===== src/rtl/placar_bcd_pkg.sv =====
// Shared types and BCD helpers for the placar_bcd scoreboard.
// Contents:
//   - state_e      : game FSM states (idle, playing, game over)
//   - bcd_t        : one BCD digit
//   - bcd_num_t    : score-sized BCD number, MAX_DIGITS wide, units in [0]
//   - lives_t      : two-digit BCD lives counter
//   - SEG_BLANK    : active-low blank segment pattern
//   - bcd_inc/bcd_gt/lives_inc_sat/lives_dec : ripple BCD arithmetic, no binary conversion
package placar_pkg;

  localparam int unsigned MAX_DIGITS = 6;
  localparam logic [6:0] SEG_BLANK = 7'h7F;

  typedef logic [3:0] bcd_t;
  typedef bcd_t [MAX_DIGITS-1:0] bcd_num_t;
  typedef bcd_t [1:0] lives_t;

  typedef enum logic [1:0] {
    StIdle = 2'd0,
    StPlay = 2'd1,
    StOver = 2'd2
  } state_e;

  // Result of a saturating score increment; carry_in[i] marks a ripple carry into digit i.
  typedef struct packed {
    bcd_num_t              value;
    logic [MAX_DIGITS-1:0] carry_in;
    logic                  sat;
  } bcd_inc_t;

  // Elaboration-time only: turns a parameter into a two-digit BCD constant.
  function automatic lives_t to_bcd2(input int unsigned v);
    lives_t r;
    r[1] = bcd_t'((v / 10) % 10);
    r[0] = bcd_t'(v % 10);
    return r;
  endfunction

  // Add one to the low n digits; all-nines stays all-nines.
  function automatic bcd_inc_t bcd_inc(input bcd_num_t v, input int n);
    bcd_inc_t r;
    logic     c;
    r.value    = v;
    r.carry_in = '0;
    r.sat      = 1'b1;
    for (int i = 0; i < int'(MAX_DIGITS); i++) begin
      if (i < n && v[i] != 4'd9) r.sat = 1'b0;
    end
    if (!r.sat) begin
      c = 1'b1;
      for (int i = 0; i < int'(MAX_DIGITS); i++) begin
        if (i < n && c) begin
          r.carry_in[i] = (i > 0);
          if (v[i] == 4'd9) begin
            r.value[i] = 4'd0;
          end else begin
            r.value[i] = v[i] + 4'd1;
            c          = 1'b0;
          end
        end
      end
    end
    return r;
  endfunction

  // Strict greater-than over the low n digits, most significant digit first.
  function automatic logic bcd_gt(input bcd_num_t a, input bcd_num_t b, input int n);
    logic gt;
    logic decided;
    gt      = 1'b0;
    decided = 1'b0;
    for (int k = 0; k < int'(MAX_DIGITS); k++) begin
      int i;
      i = int'(MAX_DIGITS) - 1 - k;
      if (i < n && !decided && a[i] != b[i]) begin
        gt      = (a[i] > b[i]);
        decided = 1'b1;
      end
    end
    return gt;
  endfunction

  function automatic lives_t lives_inc_sat(input lives_t v, input lives_t max_v);
    lives_t r;
    r = v;
    if (v != max_v) begin
      if (v[0] == 4'd9) begin
        r[0] = 4'd0;
        r[1] = v[1] + 4'd1;
      end else begin
        r[0] = v[0] + 4'd1;
      end
    end
    return r;
  endfunction

  // Zero stays zero.
  function automatic lives_t lives_dec(input lives_t v);
    lives_t r;
    r = v;
    if (v[0] != 4'd0) begin
      r[0] = v[0] - 4'd1;
    end else if (v[1] != 4'd0) begin
      r[0] = 4'd9;
      r[1] = v[1] - 4'd1;
    end
    return r;
  endfunction

endpackage


===== src/rtl/placar_bcd_if.sv =====
// Game-side bus of the placar_bcd scoreboard.
// Signals (named from the scoreboard's point of view):
//   i_start, i_hit_block, i_endgame, i_show_hi : level inputs from the game logic
//   o_score_seg : 7 bits per score digit, units in [6:0], active-low
//   o_lives_seg : two lives digits, units in [6:0], active-low
//   o_playing, o_game_over : registered state flags
// Modports: master drives the inputs (game/bench), slave is the scoreboard.
interface placar_bcd_if #(
  parameter int unsigned SCORE_DIGITS = 3
);
  logic                      i_start;
  logic                      i_hit_block;
  logic                      i_endgame;
  logic                      i_show_hi;
  logic [7*SCORE_DIGITS-1:0] o_score_seg;
  logic [13:0]               o_lives_seg;
  logic                      o_playing;
  logic                      o_game_over;

  modport master (
    output i_start, i_hit_block, i_endgame, i_show_hi,
    input  o_score_seg, o_lives_seg, o_playing, o_game_over
  );

  modport slave (
    input  i_start, i_hit_block, i_endgame, i_show_hi,
    output o_score_seg, o_lives_seg, o_playing, o_game_over
  );
endinterface


===== src/rtl/placar_bcd_seg7_digit.sv =====
// One BCD digit to active-low seven-segment code (bit0=a .. bit6=g).
// Ports:
//   i_digit : BCD value 0..9 (10..15 show blank)
//   i_blank : force blank
//   o_seg   : active-low segments, 7'h7F = all off
module seg7_digit
  import placar_pkg::*;
(
  input  bcd_t       i_digit,
  input  logic       i_blank,
  output logic [6:0] o_seg
);
  always_comb begin
    o_seg = SEG_BLANK;
    if (!i_blank) begin
      unique case (i_digit)
        4'd0:    o_seg = 7'h40;
        4'd1:    o_seg = 7'h79;
        4'd2:    o_seg = 7'h24;
        4'd3:    o_seg = 7'h30;
        4'd4:    o_seg = 7'h19;
        4'd5:    o_seg = 7'h12;
        4'd6:    o_seg = 7'h02;
        4'd7:    o_seg = 7'h78;
        4'd8:    o_seg = 7'h00;
        4'd9:    o_seg = 7'h10;
        default: o_seg = SEG_BLANK;
      endcase
    end
  end
endmodule


===== src/rtl/placar_bcd.sv =====
// Breakout-style scoreboard: BCD score, high score and lives with 7-seg outputs.
// Ports:
//   i_clock : single clock, rising edge
//   i_reset : synchronous active-high reset
//   bus     : placar_bcd_if slave (start/hit/endgame/show_hi in, segments and flags out)
// Parameters: SCORE_DIGITS (2..6), LIVES_INIT, LIVES_MAX (<=99), BONUS_DIGIT (0 = no bonus).
module placar_bcd
  import placar_pkg::*;
#(
  parameter int unsigned SCORE_DIGITS = 3,
  parameter int unsigned LIVES_INIT   = 10,
  parameter int unsigned LIVES_MAX    = 99,
  parameter int unsigned BONUS_DIGIT  = 2
) (
  input logic          i_clock,
  input logic          i_reset,
  placar_bcd_if.slave  bus
);
  localparam lives_t      LivesInitBcd = to_bcd2(LIVES_INIT);
  localparam lives_t      LivesMaxBcd  = to_bcd2(LIVES_MAX);
  localparam bit          BonusEn      = (BONUS_DIGIT > 0) && (BONUS_DIGIT < SCORE_DIGITS);
  localparam int unsigned BonusIdx     = BonusEn ? BONUS_DIGIT : 1;

  state_e   r_state;
  bcd_num_t r_score;
  bcd_num_t r_hi;
  lives_t   r_lives;
  logic     r_hit_q;
  logic     r_end_q;
  logic     r_playing;
  logic     r_game_over;

  logic     w_hit_rise;
  logic     w_end_rise;
  bcd_inc_t w_inc;
  lives_t   w_lives_dec;
  lives_t   w_lives_inc;

  assign w_hit_rise  = bus.i_hit_block & ~r_hit_q;
  assign w_end_rise  = bus.i_endgame & ~r_end_q;
  assign w_inc       = bcd_inc(r_score, int'(SCORE_DIGITS));
  assign w_lives_dec = lives_dec(r_lives);
  assign w_lives_inc = lives_inc_sat(r_lives, LivesMaxBcd);

  always_ff @(posedge i_clock) begin
    if (i_reset) begin
      r_state     <= StIdle;
      r_score     <= '0;
      r_hi        <= '0;
      r_lives     <= LivesInitBcd;
      r_hit_q     <= 1'b0;
      r_end_q     <= 1'b0;
      r_playing   <= 1'b0;
      r_game_over <= 1'b0;
    end else begin
      r_hit_q <= bus.i_hit_block;
      r_end_q <= bus.i_endgame;
      unique case (r_state)
        StIdle, StOver: begin
          if (bus.i_start) begin
            r_state     <= StPlay;
            r_score     <= '0;
            r_lives     <= LivesInitBcd;
            r_playing   <= 1'b1;
            r_game_over <= 1'b0;
          end
        end
        StPlay: begin
          // Endgame has priority; a simultaneous hit is dropped.
          if (w_end_rise) begin
            r_lives <= w_lives_dec;
            if (w_lives_dec == '0) begin
              r_state     <= StOver;
              r_playing   <= 1'b0;
              r_game_over <= 1'b1;
              if (bcd_gt(r_score, r_hi, int'(SCORE_DIGITS))) r_hi <= r_score;
            end
          end else if (w_hit_rise) begin
            r_score <= w_inc.value;
            if (BonusEn && w_inc.carry_in[BonusIdx]) r_lives <= w_lives_inc;
          end
        end
        default: begin
          r_state     <= StIdle;
          r_playing   <= 1'b0;
          r_game_over <= 1'b0;
        end
      endcase
    end
  end

  assign bus.o_playing   = r_playing;
  assign bus.o_game_over = r_game_over;

  // Display path: choose score or high score, then blank leading zeros above digit 0.
  bcd_num_t                w_disp;
  logic [SCORE_DIGITS-1:0] w_blank;

  assign w_disp = bus.i_show_hi ? r_hi : r_score;

  always_comb begin
    logic nz_above;
    nz_above = 1'b0;
    w_blank  = '0;
    for (int k = 0; k < int'(SCORE_DIGITS) - 1; k++) begin
      int i;
      i = int'(SCORE_DIGITS) - 1 - k;
      if (w_disp[i] != 4'd0) nz_above = 1'b1;
      w_blank[i] = ~nz_above;
    end
  end

  for (genvar g = 0; g < SCORE_DIGITS; g++) begin : gen_score_digit
    seg7_digit u_seg (
      .i_digit (w_disp[g]),
      .i_blank (w_blank[g]),
      .o_seg   (bus.o_score_seg[7*g +: 7])
    );
  end

  seg7_digit u_lives_units (
    .i_digit (r_lives[0]),
    .i_blank (1'b0),
    .o_seg   (bus.o_lives_seg[6:0])
  );

  seg7_digit u_lives_tens (
    .i_digit (r_lives[1]),
    .i_blank (r_lives[1] == 4'd0),
    .o_seg   (bus.o_lives_seg[13:7])
  );

  // Upper digits beyond SCORE_DIGITS and spare increment fields are intentionally unused.
  logic w_unused_bits;
  assign w_unused_bits = ^{w_disp, w_inc};

endmodule


===== src/flat_wrapper.sv =====
// flat-port wrapper written by rule: the top's interface ports become plain ports
module placar_bcd_flat import placar_pkg::*;
#(
  parameter int unsigned SCORE_DIGITS = 3,
  parameter int unsigned LIVES_INIT   = 10,
  parameter int unsigned LIVES_MAX    = 99,
  parameter int unsigned BONUS_DIGIT  = 2
)
  (i_clock, i_reset, bus_i_start, bus_i_hit_block, bus_i_endgame, bus_i_show_hi, bus_o_score_seg, bus_o_lives_seg, bus_o_playing, bus_o_game_over);
  placar_bcd_if #(.SCORE_DIGITS(SCORE_DIGITS)) bus_i ();
  input logic i_clock;
  input logic i_reset;
  input wire logic [$bits(bus_i.i_start)-1:0] bus_i_start;
  input wire logic [$bits(bus_i.i_hit_block)-1:0] bus_i_hit_block;
  input wire logic [$bits(bus_i.i_endgame)-1:0] bus_i_endgame;
  input wire logic [$bits(bus_i.i_show_hi)-1:0] bus_i_show_hi;
  output wire logic [$bits(bus_i.o_score_seg)-1:0] bus_o_score_seg;
  output wire logic [$bits(bus_i.o_lives_seg)-1:0] bus_o_lives_seg;
  output wire logic [$bits(bus_i.o_playing)-1:0] bus_o_playing;
  output wire logic [$bits(bus_i.o_game_over)-1:0] bus_o_game_over;
  assign bus_i.i_start = bus_i_start;
  assign bus_i.i_hit_block = bus_i_hit_block;
  assign bus_i.i_endgame = bus_i_endgame;
  assign bus_i.i_show_hi = bus_i_show_hi;
  assign bus_o_score_seg = bus_i.o_score_seg;
  assign bus_o_lives_seg = bus_i.o_lives_seg;
  assign bus_o_playing = bus_i.o_playing;
  assign bus_o_game_over = bus_i.o_game_over;
  placar_bcd #(.SCORE_DIGITS(SCORE_DIGITS), .LIVES_INIT(LIVES_INIT), .LIVES_MAX(LIVES_MAX), .BONUS_DIGIT(BONUS_DIGIT)) u_core (.i_clock(i_clock), .i_reset(i_reset), .bus(bus_i));
endmodule

===== config.mk =====
export PLATFORM = sky130hd
export DESIGN_NAME = placar_bcd_flat
export DESIGN_NICKNAME = d
export VERILOG_FILES = /design/src/rtl/placar_bcd_pkg.sv /design/src/rtl/placar_bcd_if.sv /design/src/rtl/placar_bcd_seg7_digit.sv /design/src/rtl/placar_bcd.sv /design/src/flat_wrapper.sv
export SDC_FILE = /design/constraint.sdc
export NUM_CORES = 1
export LEC_CHECK = 0
export ABC_AREA = 0
export CAP_MARGIN = 10
export CORE_MARGIN = 1.5
export CORE_UTILIZATION = 40
export CTS_CLUSTER_DIAMETER = 150
export DETAILED_ROUTE_END_ITERATION = 10
export DONT_BUFFER_PORTS = 1
export PLACE_DENSITY = 0.53
export RECOVER_POWER = 50
export REMOVE_ABC_BUFFERS = 1
export SETUP_SLACK_MARGIN = 0.15
export SLEW_MARGIN = 20
export SYNTH_ARGS = -nofsm -noshare
export SYNTH_HDL_FRONTEND = slang
export SYNTH_SLANG_ARGS = --single-unit

===== constraint.sdc =====
create_clock -name i_clock -period 3.7 [get_ports i_clock]
set_input_delay 0.74 -clock i_clock [delete_from_list [all_inputs] [get_ports i_clock]]
set_output_delay 0.74 -clock i_clock [all_outputs]
set_load 0.005 [all_outputs]

==> out/results.ini, run 1 <==
[synth]
synth_top_cells_by_area = dfxtp_1 24%, ha_1 14%, mux2i_1 7.1%, nand2b_1 4.7%, a21oi_1 3.9%
synth_adder_area_share_pct = 14.2
synthXorXnorAreaFrac_pct = 1.24
syn-cell-area_mm2 = 0.00423
synth_top_family_by_area = simple AND/OR/NAND/NOR gates
synth-compound-area-share_pct = 21.1
synth.area.mux_share_pct = 9.24
syn_area_per_cell_um2 = 8.50
synth-simple-area-share_pct = 24.5
ys_warn_count = 0
synth_largest_area_cell = dfxtp_1
yosysMostFrequentCell = dfxtp_1
synth_edf_count = 0
synth_common_cells = 51 x dfxtp_1, 48 x ha_1, 37 x inv_1, 34 x nor2_1
postSynthCellCount = 497
yosysSeqAreaShare_pct = 24.2
synthDistinctLibCells = 67
synthArstFlopShare_pct = 0
ys_seq_elements = 51
yosysTopAreaCellShare_pct = 24.2
ys.flop_type = dfxtp_1

[global_routing]
grt_max_degree = 59
grt_pass1_vias = 3342
gr-usage-all-layers_pct = 16.9
antenna_found_initial = 0
grt-ovfl-total = 0
grt_pass1_wl_um = 15800

[sta]
fin_setup_tns_ns = 0
rsz0062_at_grt = false
drv_slew = 10
worstMarginPinSlew_ns = 1.51
fmax_mhz = 304
finalSetupViolations = 0
period_needed_ns = 3.29
hold_viol = 0
finalCritPeriodShare_pct = 88.9
final.setup_skew_ns = 0.00768
max-slew-margin-rel_pct = -2.17
hold_ws_ns = 0.496

[power_and_ir_drop]
combPwrFrac_pct = 20.3
power_switching_uw = 357
ir_worst_vdd_mv = 0.156
pwr-share-clk_pct = 29.8
swShare_pct = 29.8
p_seq_share_pct = 50.0
internal_power_uw = 843
leakagePower_uw = 0.00170
powerDensity_mw_per_mm2 = 273
finalPower_uw = 1200

[worst_setup_path]
crit_fanout = 9
crit_type = reg2reg
end_kind = flip-flop
r2r-start = u_core.r_lives[0]
crit_chain = ha_1 -> nand3b_1 -> nor4_1 -> a21oi_1 -> nor4_1 -> a21oi_1 -> ha_1 -> nor4_1 -> a21oi_1
critPathLaunch = u_core.r_lives[0]
slowest_stage = nor4_1
cp-start-kind = flip-flop
critPathMaxStageDelay_ns = 0.65
crit_arrival_ns = 3.48
critPathRequiredTime_ns = 3.89

[cts]
numCtsBuffers = 5
cts_setup_buffers = 0
worstSkewPairLatency_ns = 0.30
htreeDepth = 2
clock_path_buffers = 2
path_clk_slew_ns = 0.09
cts_hold_buf = 0
cts_root_buffer = clkbuf_8
cts_tree = built
clock-sinks = 51
ctsResizeCount = 0

[run]
max_cap_violations = 1

[routing]
vias = 3476
drt_wl_total_um = 9350
route.met2.wl_um = 4630
highest_layer = met4
wl_met1_um = 4420
route.detailed.drc = 0
drt_iter0_drc = 192
ant_nets = 0
route.met3.wl_um = 212
drtPass1Iterations = 4
vias_per_cell = 5.53
wl_per_cell_um = 14.9

[min_path]
hold_path_class = reg2reg
hp-start = u_core.r_hi[2]

[layout]
drive_above_1_share_pct = 6.69
fin_nets = 546
areaGrowthSynthToFinish_pct = 4.03
fillers = 1043
n_antenna_cell = 0
multi_input_area_mm2 = 0.00293
register_area_mm2 = 0.00102

[die]
fp-row-count = 37
core_mm2 = 0.0103
pin_count = 43
die_area_mm2 = 0.0112
die_x_um = 106
start_util_pct = 41.1
die_h_um = 106

[place]
gp_congestion = 0.794
portBuffers = 0
dp_hpwl_um = 6970

[status]
violations = max-capacitance violations, max-slew violations
status = finished with violations

[cell families (layout without fill, tap and decap cells)]
| kind of cell | after synthesis | count (layout) |
|---|---|---|
| AOI/OAI and AO/OA | 122 | 122 |
| DFF | 51 | 51 |
| buffers and inverters | 55 | 51 |
| muxes | 38 | 38 |
| xor gates and xnor gates | 6 | 6 |
| and+or+nand+nor | 177 | 177 |
| adders and majority gates | 48 | 48 |
[power by group through the flow]
stage,combinational [uW],sequential (uW),clock (uW)
2_1_floorplan,199,605,0
3_3_place_gp,246,613,0
3_5_place_dp,250,613,0
4_1_cts,250,600,369
5_1_grt,271,604,391
6_report,243,600,357
[layer usage]
| metal | GRT usage [%] | up-vias |
|---|---|---|
| met2 | 31.4 | 42 |
| met5 | 0 | - |
| met4 | 4.05 | 0 |
| met1 | 20.4 | 1648 |
| met3 | 2.23 | 7 |
| li1 | - | 1779 |
[metrics by stage]
step	worst slack, ns	std cells	area, um^2	util, %
floorplan	0.767	479	4130	-
global placement	0.523	621	4350	42.3
detailed placement	0.529	621	4350	42.3
CTS	0.477	629	4450	43.3
global route	0.0975	629	4400	42.8
finish	0.410	629	4400	42.8
[path summary, 6_finish.rpt]
| path | cells past startpoint | end | slack [ns] |
|---|---|---|---|
| setup / recovery | 9 | flip-flop | 0.41 |
| hold / removal | 2 | u_core.r_hi[2] | 0.50 |
| setup reg to reg | 9 | flip-flop | 0.41 |
| hold reg to reg | 2 | u_core.r_hi[2] | 0.50 |
[cell type report]
class                   count  share of cell area [%]
flip-flops and latches     51                    23.2
clock buffers               8                    2.28
multi-input cells         391                    66.5
well taps                 136                    3.87
inverters                  37                    3.16
repair buffers              6                   0.939
[critical path: cells and delay by family (launching register included)]
family | cells | cell delay (ns)
AND/OR/NAND/NOR | 4 | 1.61
flip-flops | 1 | 0.54
AO/OA/AOI/OAI | 3 | 0.54
adder cells (fa/ha/maj) | 2 | 0.50
[cells in the final DEF, fill, tap and decap left out, types with 8 or more instances in the layout]
cell,instances
mux2i_1,30
a21oi_1,34
inv_1,37
nand2_1,33
nand2b_1,32
or2b_1,8
dfxtp_1,51
o21ai_0,20
nor2_1,34
nor3_1,12
nand4_1,12
ha_1,48
nor2b_1,8
Power figures use the tool's default switching activity.
==> run 2: changes to the inputs <==
- CORE_UTILIZATION: 40 -> 55
- PLACE_DENSITY: 0.53 -> 0.69
==> out/results.ini, run 2 (synthesis gave the netlist of run 1 again) <==
[sta]
max-slew-margin-rel_pct = -4.27  ; -2.1 points
hold_viol = 0  ; unchanged
finalSetupViolations = 0  ; unchanged
fin_setup_tns_ns = 0  ; unchanged
hold_ws_ns = 0.495  ; -0.000559 ns
rsz0062_at_grt = false
final.setup_skew_ns = 0.0104  ; +0.00273 ns
finalCritPeriodShare_pct = 86.2  ; -2.8 points
period_needed_ns = 3.19  ; -0.102 ns
fmax_mhz = 314  ; +3.2%
drv_slew = 6  ; -4
worstMarginPinSlew_ns = 1.52  ; +0.0135 ns

[layout]
drive_above_1_share_pct = 6.91  ; +0.22 points
final_cell_mix = 51 x dfxtp_1, 48 x ha_1, 37 x inv_1, 34 x nor2_1
layout_commonest_cell = dfxtp_1
fin_area_mm2 = 0.00437  ; -0.60%
fin_nets = 545  ; -0.18%
areaGrowthSynthToFinish_pct = 3.40
n_antenna_cell = 0  ; unchanged

[cts]
cts_setup_buffers = 0  ; unchanged
cts_tree = built
path_clk_slew_ns = 0.09  ; about the same
cts_hold_buf = 0  ; unchanged
clock_path_buffers = 2  ; unchanged
clock-sinks = 51  ; unchanged
ctsResizeCount = 0  ; unchanged
htreeDepth = 2  ; unchanged
cts_root_buffer = clkbuf_8
numCtsBuffers = 5  ; unchanged
worstSkewPairLatency_ns = 0.31  ; about the same

[power_and_ir_drop]
swShare_pct = 28.5  ; -1.3 points
combPwrFrac_pct = 19.3  ; -1.0 points
powerDensity_mw_per_mm2 = 285  ; +4.3%
finalPower_uw = 1240  ; +3.7%
ir_worst_vdd_mv = 0.163  ; +4.6%
p_seq_share_pct = 48.2  ; -1.8 points
pwr-share-clk_pct = 32.5  ; +2.7 points
power_switching_uw = 354  ; -0.92%
internal_power_uw = 890  ; +5.6%
leakagePower_uw = 0.00174  ; +2.4%

[global_routing]
grt-ovfl-total = 0  ; unchanged
antenna_found_initial = 0  ; unchanged
gr-usage-all-layers_pct = 22.4  ; +5.5 points
grt_pass1_wl_um = 15700  ; -0.70%
grt_pass1_vias = 3394  ; +1.6%
grt_max_degree = 59  ; unchanged

[place]
portBuffers = 0  ; unchanged
gp_congestion = 0.872  ; +9.8%
dp_hpwl_um = 6570  ; -5.8%
place_area_mm2 = 0.00429  ; -1.2%

[routing]
route.detailed.drc = 0  ; unchanged
drt_iter0_drc = 187  ; -2.6%
vias = 3526  ; +1.4%
vias_per_cell = 5.97  ; +8.0%
drtPass1Iterations = 6  ; +2
drt_wl_total_um = 8850  ; -5.4%
ant_nets = 0  ; unchanged
wl_per_cell_um = 15.0  ; +0.69%

[min_path]
hold_path_class = reg2reg
hp-start = u_core.r_hi[3]

[status]
violations = max-capacitance violations, max-slew violations
status = finished with violations

[worst_setup_path]
critPathLaunch = u_core.r_lives[5]
critPathRequiredTime_ns = 3.90  ; about the same
crit_fanout = 6  ; -3
crit_type = reg2reg
cp-start-kind = flip-flop
worst-r2r-setup-slack_ns = 0.51  ; +0.10 ns
slowest_stage = nor4_1
r2r_cells = 10  ; +1
end_kind = flip-flop
crit_arrival_ns = 3.39  ; -0.09 ns
critPathMaxStageDelay_ns = 0.54  ; -0.11 ns
crit_chain = inv_1 -> ha_1 -> and3b_2 -> nor4_1 -> a21oi_1 -> nor4_1 -> a21oi_1 -> ha_1 -> nor4_1 -> a21oi_1
r2r-start = u_core.r_lives[5]

[die]
fp-row-count = 31  ; -16%
pin_count = 43  ; unchanged
core_mm2 = 0.00733  ; -29%
start_util_pct = 57.7  ; +17 points
die_h_um = 90.7  ; -14%
die_x_um = 90.7  ; -14%
die_area_mm2 = 0.00822  ; -27%

[run]
max_cap_violations = 1  ; unchanged

[run 2: area by class of cell]
class	instances	area, um^2
clock buffers	6	82.6
clock inverters	2	35.0
fillers	649	2960
inverters	37	139
multi-input cells	391	2940
flip-flops and latches	51	1020
well taps	99	124
repair buffers	5	33.8
[run 2: worst max-delay path, delay by kind of cell (launching register included)]
family,cells,cell delay (ns)
buf+inv,1,0.14
fa+ha+maj,2,0.47
compound gates,3,0.50
flops,1,0.45
simple gates,4,1.52
[run 2: power by group through the flow]
| stage | sequential, uW | clock [uW] | combinational, uW |
|---|---|---|---|
| 2_1_floorplan | 605 | 0 | 199 |
| 3_3_place_gp | 612 | 0 | 240 |
| 3_5_place_dp | 613 | 0 | 246 |
| 4_1_cts | 600 | 418 | 247 |
| 5_1_grt | 604 | 443 | 272 |
| 6_report | 600 | 405 | 240 |
[run 2: metrics by stage]
stage | std cells | util, % | setup slack (ns)
6_report | 591 | 59.6 | 0.512
3_3_place_gp | 583 | 58.6 | 0.625
3_5_place_dp | 583 | 58.6 | 0.547
5_1_grt | 591 | 59.6 | 0.225
2_1_floorplan | 479 | - | 0.767
4_1_cts | 591 | 60.2 | 0.515
[run 2: worst min path at each step]
stage,endpoint,slack [ns],cells past startpoint
floorplan,u_core.r_hi[7],0.46,2
global placement,u_core.r_hi[3],0.47,2
detailed placement,u_core.r_hi[5],0.48,2
CTS,u_core.r_end_q,0.49,1
global route,u_core.r_score[3],0.48,1
finish,u_core.r_hi[3],0.50,2
[run 2: metal layers]
layer	part of all wire [%]	vias to the layer above	GRT usage (%)
met5	0	-	0
met4	1.3	0	5.95
met3	3.4	13	3.28
met2	48	75	38.7
met1	47	1661	29.1
li1	-	1777	-
==> run 3: changes to the inputs <==
- GPL_TIMING_DRIVEN: default -> 0
==> out/results.ini, run 3 (synthesis gave the netlist of run 1 again) <==
[routing]
drt_iter0_drc = 132  ; -29%
vias = 3441  ; -2.4%
ant_nets = 0  ; unchanged
wl_per_cell_um = 14.5  ; -3.0%
route.detailed.drc = 0  ; unchanged
vias_per_cell = 5.87  ; -1.6%
drtPass1Iterations = 4  ; -2
drt_wl_total_um = 8510  ; -3.8%

[layout]
final_cell_mix = 51 x dfxtp_1, 48 x ha_1, 37 x inv_1, 34 x nor2_1
layout_commonest_cell = dfxtp_1
fin_nets = 541  ; -0.73%
n_antenna_cell = 0  ; unchanged
areaGrowthSynthToFinish_pct = 2.16
fin_cells = 586  ; -0.85%
drive_above_1_share_pct = 6.57  ; -0.34 points

[die]
die_x_um = 90.7  ; unchanged
fp-row-count = 31  ; unchanged
die_area_mm2 = 0.00822  ; unchanged
die_h_um = 90.7  ; unchanged
core_mm2 = 0.00733  ; unchanged
pin_count = 43  ; unchanged
start_util_pct = 57.7  ; unchanged

[sta]
rsz0062_at_grt = false
fin_setup_tns_ns = 0  ; unchanged
finalSetupViolations = 0  ; unchanged
drv_slew = 10  ; +4
max-slew-margin-rel_pct = -7.64  ; -3.4 points
finalCritPeriodShare_pct = 89.6  ; +3.4 points
final.setup_skew_ns = 0.00838  ; -0.00204 ns
period_needed_ns = 3.32  ; +0.127 ns
setup_ws_ns = 0.385  ; -0.127 ns
fmax_mhz = 302  ; -3.8%
hold_viol = 0  ; unchanged
worstMarginPinSlew_ns = 1.59  ; +0.0675 ns

[status]
status = finished with violations
violations = max-capacitance violations, max-slew violations

[cts]
clock-sinks = 51  ; unchanged
worstSkewPairLatency_ns = 0.30  ; about the same
path_clk_slew_ns = 0.09  ; about the same
clock_path_buffers = 2  ; unchanged
numCtsBuffers = 5  ; unchanged
htreeDepth = 2  ; unchanged
cts_setup_buffers = 0  ; unchanged
cts_root_buffer = clkbuf_8
cts_tree = built
cts_hold_buf = 0  ; unchanged
ctsResizeCount = 0  ; unchanged

[global_routing]
grt_max_degree = 59  ; unchanged
grt-ovfl-total = 0  ; unchanged
antenna_found_initial = 0  ; unchanged
grt_pass1_vias = 3215  ; -5.3%
gr-usage-all-layers_pct = 21.2  ; -1.2 points
grt_pass1_wl_um = 14700  ; -6.5%

[power_and_ir_drop]
powerDensity_mw_per_mm2 = 268  ; -6.0%
finalPower_uw = 1160  ; -7.2%
swShare_pct = 29.3  ; +0.87 points
internal_power_uw = 817  ; -8.3%
leakagePower_uw = 0.00171  ; -1.9%
p_seq_share_pct = 51.8  ; +3.6 points
pwr-share-clk_pct = 27.6  ; -4.9 points
combPwrFrac_pct = 20.5  ; +1.2 points
ir_worst_vdd_mv = 0.145  ; -11%
power_switching_uw = 339  ; -4.3%

[worst_setup_path]
r2r-start = u_core.r_lives[0]
crit_type = reg2reg
cp-start-kind = flip-flop
crit_fanout = 9  ; +3
r2r_cells = 9  ; -1
critPathRequiredTime_ns = 3.92  ; +0.02 ns
worst-r2r-setup-slack_ns = 0.38  ; -0.13 ns
r2r-end = u_core.r_hi[8]
crit_arrival_ns = 3.54  ; +0.15 ns
end_kind = flip-flop

[place]
dp_slack_ns = 0.391  ; -0.156 ns
dp_hpwl_um = 6380  ; -2.8%
placed_cells = 579  ; -0.69%
gp_congestion = 0.837  ; -4.0%
portBuffers = 0  ; unchanged

[min_path]
min_path_cells = 2  ; unchanged
hold_end = u_core.r_hi[1]
hold_path_class = reg2reg
hp-start = u_core.r_hi[1]

[run]
max_cap_violations = 1  ; unchanged

-- run 3: through the flow --
stage / area, um^2 / utilization, % / hold slack (ns)
6_report: 4320 / 58.9 / 0.497
4_1_cts: 4350 / 59.3 / 0.497
3_5_place_dp: 4260 / 58.1 / 0.490
5_1_grt: 4320 / 58.9 / 0.487
2_1_floorplan: 4130 / - / 0.458
3_3_place_gp: 4260 / 58.0 / 0.472
-- run 3: power groups by stage --
| stage | combinational [uW] | sequential (uW) | clock, uW |
|---|---|---|---|
| floorplan | 199 | 605 | 0 |
| global placement | 236 | 612 | 0 |
| detailed placement | 242 | 612 | 0 |
| CTS | 243 | 599 | 333 |
| global route | 268 | 604 | 360 |
| finish | 237 | 599 | 319 |
-- run 3: how the worst max path moves through the flow --
stage | start | end | slack [ns]
4_1_cts | u_core.r_score[8] | bus_o_score_seg[12] | 0.50
6_report | u_core.r_lives[0] | u_core.r_hi[8] | 0.38
3_5_place_dp | bus_i_endgame | u_core.r_hi[8] | 0.39
5_1_grt | u_core.r_lives[0] | u_core.r_hi[2] | 0.13
3_3_place_gp | bus_i_endgame | u_core.r_hi[0] | 0.24
2_1_floorplan | bus_i_endgame | u_core.r_hi[0] | 0.77
-- run 3: layer usage --
| layer | wire, um | up-vias | track usage, % |
|---|---|---|---|
| li1 | - | 1774 | - |
| met1 | 4110 | 1621 | 26.6 |
| met2 | 4080 | 35 | 37.3 |
| met3 | 204 | 11 | 3.37 |
| met4 | 114 | 0 | 5.95 |
| met5 | 0 | - | 0 |
-- run 3: cell type report --
| class | count | area [um^2] |
|---|---|---|
| multi-input cells | 391 | 2940 |
| inverters | 37 | 139 |
| repair buffers | 1 | 7.51 |
| clock buffers | 6 | 82.6 |
| fillers | 669 | 3010 |
| clock inverters | 1 | 5.00 |
| flip-flops and latches | 51 | 1020 |
| well taps | 99 | 124 |
-- run 3: worst max-delay path, stage by stage, from the launching register on --
cell and delay, ns:
dfxtp_1 0.55, inv_1 0.11, ha_1 0.27, or3b_1 0.33, nor3_1 0.10, nor4_1 0.53, nand4_4 0.18, a2111oi_4 0.67
buf_4 0.30, mux2i_1 0.20
